[config.mk]
export PLATFORM = sky130hd
export DESIGN_NAME = regdst_pipe
export DESIGN_NICKNAME = d
export VERILOG_FILES = /design/src/rtl/regdst_pipe.sv
export SDC_FILE = /design/constraint.sdc
export NUM_CORES = 1
export LEC_CHECK = 0
export ABC_CLOCK_PERIOD_IN_PS = 3000
export CORE_UTILIZATION = 45
export DETAILED_ROUTE_END_ITERATION = 16
export PLACE_DENSITY = 0.76
export SYNTH_ARGS = -nofsm -noshare
export SYNTH_HDL_FRONTEND = slang
export SYNTH_HIERARCHICAL = 1
export SYNTH_SLANG_ARGS = --single-unit
[constraint.sdc]
create_clock -name clk -period 3 [get_ports clk]
set_input_delay 0.6 -clock clk [delete_from_list [all_inputs] [get_ports clk]]
set_output_delay 0.6 -clock clk [all_outputs]
set_load 0.005 [all_outputs]
[src/rtl/regdst_pipe.sv]
// Destination-register pipeline for the MIPS core: decodes the D-stage write target,
// carries it through STAGES registers with a Tnew countdown, and resolves stall/forwarding.

module regdst_stage #(
    parameter int ADDR_W = 5,
    parameter int TNEW_W = 2
) (
    input  logic              clk,
    input  logic              reset,
    input  logic              dec,
    input  logic              prev_vld,
    input  logic [ADDR_W-1:0] prev_dst,
    input  logic [TNEW_W-1:0] prev_tnew,
    output logic              vld,
    output logic [ADDR_W-1:0] dst,
    output logic [TNEW_W-1:0] tnew
);
    always_ff @(posedge clk or negedge reset) begin
        if (!reset) begin
            vld  <= 1'b0;
            dst  <= '0;
            tnew <= '0;
        end else begin
            vld  <= prev_vld;
            dst  <= prev_dst;
            // Countdown saturates at zero: a produced result stays forwardable.
            tnew <= (dec && prev_tnew != '0) ? prev_tnew - TNEW_W'(1) : prev_tnew;
        end
    end
endmodule

module regdst_hazard #(
    parameter int ADDR_W = 5,
    parameter int TNEW_W = 2,
    parameter int STAGES = 3,
    parameter int SEL_W  = 2
) (
    input  logic [STAGES-1:0]             vld,
    input  logic [STAGES-1:0][ADDR_W-1:0] dst,
    input  logic [STAGES-1:0][TNEW_W-1:0] tnew,
    input  logic [ADDR_W-1:0]             q_a,
    input  logic [TNEW_W-1:0]             q_tuse,
    output logic                          stall,
    output logic [SEL_W-1:0]              sel
);
    // Scan oldest to youngest so the youngest match is the last one assigned.
    always_comb begin
        stall = 1'b0;
        sel   = '0;
        for (int i = STAGES - 1; i >= 0; i--) begin
            if (q_a != '0 && vld[i] && dst[i] == q_a) begin
                stall = (tnew[i] > q_tuse);
                sel   = (tnew[i] == '0) ? SEL_W'(i + 1) : '0;
            end
        end
    end
endmodule

module regdst_pipe #(
    parameter int ADDR_W   = 5,
    parameter int STAGES   = 3,
    parameter int TNEW_W   = 2,
    parameter int LINK_REG = 31,
    localparam int SEL_W   = $clog2(STAGES + 1)
) (
    input  logic                       clk,
    input  logic                       reset,
    input  logic [3:0]                 d_regdst,
    input  logic [ADDR_W-1:0]          d_rt,
    input  logic [ADDR_W-1:0]          d_rd,
    input  logic [TNEW_W-1:0]          d_tnew,
    input  logic                       stall,
    input  logic                       flush,
    input  logic [ADDR_W-1:0]          q_a1,
    input  logic [ADDR_W-1:0]          q_a2,
    input  logic [TNEW_W-1:0]          q_tuse1,
    input  logic [TNEW_W-1:0]          q_tuse2,
    output logic [STAGES*ADDR_W-1:0]   stage_dst,
    output logic [STAGES*TNEW_W-1:0]   stage_tnew,
    output logic                       stall_req,
    output logic [SEL_W-1:0]           fwd_sel1,
    output logic [SEL_W-1:0]           fwd_sel2
);
    localparam logic [STAGES-1:0] DEC_EN = ~(STAGES'(1));

    logic [ADDR_W-1:0]             dec_dst;
    logic                          bubble;
    logic [STAGES:0]               vld_pipe;
    logic [STAGES-1:0][ADDR_W-1:0] prev_dst;
    logic [STAGES-1:0][TNEW_W-1:0] prev_tnew;
    logic [STAGES-1:0][ADDR_W-1:0] dst_q;
    logic [STAGES-1:0][TNEW_W-1:0] tnew_q;
    logic                          stall1, stall2;

    always_comb begin
        dec_dst = '0;
        case (d_regdst)
            4'b0001: dec_dst = ADDR_W'(LINK_REG);
            4'b0010: dec_dst = d_rt;
            4'b0011: dec_dst = d_rd;
            default: dec_dst = '0;
        endcase
    end

    // A zero destination is a non-write and is stored exactly like a bubble.
    assign bubble       = stall | flush | (dec_dst == '0);
    assign vld_pipe[0]  = ~bubble;
    assign prev_dst[0]  = bubble ? '0 : dec_dst;
    assign prev_tnew[0] = bubble ? '0 : d_tnew;

    for (genvar k = 1; k < STAGES; k++) begin : g_link
        assign prev_dst[k]  = dst_q[k-1];
        assign prev_tnew[k] = tnew_q[k-1];
    end

    regdst_stage #(.ADDR_W(ADDR_W), .TNEW_W(TNEW_W)) u_stage [STAGES-1:0] (
        .clk       (clk),
        .reset     (reset),
        .dec       (DEC_EN),
        .prev_vld  (vld_pipe[STAGES-1:0]),
        .prev_dst  (prev_dst),
        .prev_tnew (prev_tnew),
        .vld       (vld_pipe[STAGES:1]),
        .dst       (dst_q),
        .tnew      (tnew_q)
    );

    regdst_hazard #(.ADDR_W(ADDR_W), .TNEW_W(TNEW_W), .STAGES(STAGES), .SEL_W(SEL_W)) u_hz1 (
        .vld    (vld_pipe[STAGES:1]),
        .dst    (dst_q),
        .tnew   (tnew_q),
        .q_a    (q_a1),
        .q_tuse (q_tuse1),
        .stall  (stall1),
        .sel    (fwd_sel1)
    );

    regdst_hazard #(.ADDR_W(ADDR_W), .TNEW_W(TNEW_W), .STAGES(STAGES), .SEL_W(SEL_W)) u_hz2 (
        .vld    (vld_pipe[STAGES:1]),
        .dst    (dst_q),
        .tnew   (tnew_q),
        .q_a    (q_a2),
        .q_tuse (q_tuse2),
        .stall  (stall2),
        .sel    (fwd_sel2)
    );

    assign stall_req  = stall1 | stall2;
    assign stage_dst  = dst_q;
    assign stage_tnew = tnew_q;
endmodule

==> metrics <==
status=finished, final reports clean; Yosys reg bits=24; max-slew violations=0; vias in the first global route=1656; kind of critical path=in -> out; VDD IR max=266.6 uV; max cap viols=0; Synth async-reset ratio=1.000; top-area cell type share of the netlist area=0.3561; Finished Layout Cells=300; syn avg cell area=9.806 um2; Max FO, Critical Path=3; htree depth=1; arrival time worst endpoint=2.29 ns; overall routed net length=4512 um; HP Class=reg -> reg; TritonRoute pass-1 iters=4; Final period util=0.9635; crit end category=output pin; setup TNS=0 ns; largest net degree at the start of global routing=25; cells after synthesis=~170; Tot GR Track Use=0.2316; Post-synth EDFFs=0; WL per Instance=around 15 um; pre-CTS setup slack=-0.6355 ns; clk buf depth=2; final setup violation count=0; Top FF cell, synth=dfrtp_1; clock transition at the registers of the reported paths=0.08 ns; drt drc=0; HPWL Detailed=approximately 3400 um; f_max=346.0 MHz; chip width=63.22 um; share of post-route cells with drive strength above 1=0.2677; DR iter-0 viols=48; antenna-violating nets left=0; Diodes inserted=0; placed cells=a little under 300; RSZ-0062 raised after global routing=false; aggregate global routing overflow=0; cell area after synthesis=between 0.0015 and 0.002 mm2; first-pass GRT wire length=between 7000 and 8000 um; PwrDens=311.9 mW/mm2; Clock Root Buffer=clkbuf_8; Core Util, Final=0.7529; Cell Chain, Critical Path=buf_2 -> xnor2_2 -> nand4_1 -> or4_4 -> or4_4 -> a21oi_2 -> buf_2; nets@finish=304; Area contributors post-synth=dfrtp_1 36%, ha_1 11%, xnor2_1 11%, xor2_1 6.2%, inv_1 4.0%; clock tree sinks=24; die height=~63 um; Critical-path top delay cell=or4_4; PortBufs=59; LEAKAGE=0.001194 uW; area leader, netlist=dfrtp_1; fin worst setup slack=0.1095 ns; clk_skew=0.002856 ns; yosys warns=6; initial antenna violation count=0; minimum clock period=2.890 ns; CTS buffer count=3; final hold viol count=0; clk_lat worst skew=between 0.2 and 0.3 ns; CP startpoint kind=primary input; die area=~0.004 mm2; CTS tree=done; sequential area share after synthesis=0.3561; area grow syn2layout=54.82%; hold_buf cts=0; Max stage delay on crit path=roughly 0.52 ns; routability cong.=0.8279; synth cell count leaders=24 x dfrtp_1, 21 x xnor2_1, 18 x inv_1; total chip power=814.3 uW; I/O pins=60; synth unique cells=28; vias per cell=5.283; core area=0.003468 mm2; FP Rows=21; routed via count=1585; Initial Util=0.4863; most frequent cell after synthesis=dfrtp_1; Critical Path RT=2.40 ns
## worst paths after layout
check,startpoint,end,slack (ns),depth (start not counted)
max,q_a1[2],fwd_sel1[1],0.11,7
max reg2reg,u_stage[1]/tnew[0],u_stage[2]/tnew[0],1.84,4
max in group asynchronous,reset,u_stage[2]/dst[2],2.07,2
min,u_stage[0]/vld,u_stage[1]/vld,0.44,0
min in group asynchronous,reset,u_stage[0]/dst[3],0.69,2
min reg2reg,u_stage[0]/vld,u_stage[1]/vld,0.44,0
## flip-flops by register name (all words and copies together) (netlist names)
| name | cells |
|---|---|
| u_stage/dst | 15 |
| u_stage/tnew | 6 |
| u_stage/vld | 3 |
## critical path: cells and delay by family
family | cells | cell delay (ns)
xor+xnor | 1 | 0.15
compound gates | 1 | 0.15
simple gates | 3 | 1.14
buf+inv | 2 | 0.25
## what timing repair did
action                     CTS  global route
buffers inserted             1             0
gates resized for setup     73            18
setup endpoints to repair    5             3
pin swaps                   26            15
## power breakdown
| group | switching (uW) | internal (uW) |
|---|---|---|
| clock network | 95.5 | 117 |
| registers | 26.2 | 338 |
| logic | 104 | 134 |
| total | 226 | 588 |
## kinds of logic after synthesis
logic type,Yosys count,share of synthesized area
adder cells (fa/ha/maj),15,0.1113
other,2,0.004453
AND/OR/NAND/NOR,49,0.1832
AO/OA/AOI/OAI,28,0.1157
flip-flops,24,0.3561
buffers and inverters,18,0.04006
XOR/XNOR,33,0.1714
multiplexers,3,0.01780
## routing by layer
layer,up-vias,part of all wire,GRT usage
li1,761,-,-
met1,771,0.41,0.2697
met2,49,0.54,0.4503
met3,4,0.040,0.01812
met4,0,0.0098,0.05682
met5,-,0,0
## cells in the final DEF (no fill, tap or decap), types with 2 or more instances in the layout
cell type         n
buf_6             2
or4_4             6
xor2_1           12
buf_2            14
a21oi_2           4
and3_1            5
a21oi_1           8
a22o_1            5
nor4_4            3
clkbuf_8          4
or2b_1            4
nor2_4            2
o21ai_1           2
nand2b_4          3
a22oi_2           2
conb_1            3
mux2i_1           3
nor2b_1           2
buf_4            16
nand2_1           8
nor2_1            6
nand4_1           6
xnor2_2           3
a2111o_1          2
dfrtp_1          22
inv_1            18
dfrtp_2           2
o21ai_2           2
ha_1             14
xnor2_1          18
clkdlybuf4s50_1  44
## metrics by stage
step	hold WS (ns)	instance area (um2)
CTS	0.4244	2570
global route	0.4485	2611
floorplan	0.3044	1690
global placement	0.4002	2466
detailed placement	0.4091	2466
finish	0.4365	2611
## area by class of cell
| type | instances | area [um2] |
|---|---|---|
| multi-input cells | 131 | 1170 |
| fillers | 242 | 857.1 |
| repair buffers | 77 | 658.1 |
| flip-flops and latches | 24 | 603.1 |
| inverters | 18 | 67.56 |
| well taps | 46 | 57.56 |
| clock buffers | 4 | 55.05 |
No activity file was read; power rests on OpenSTA's default activity.
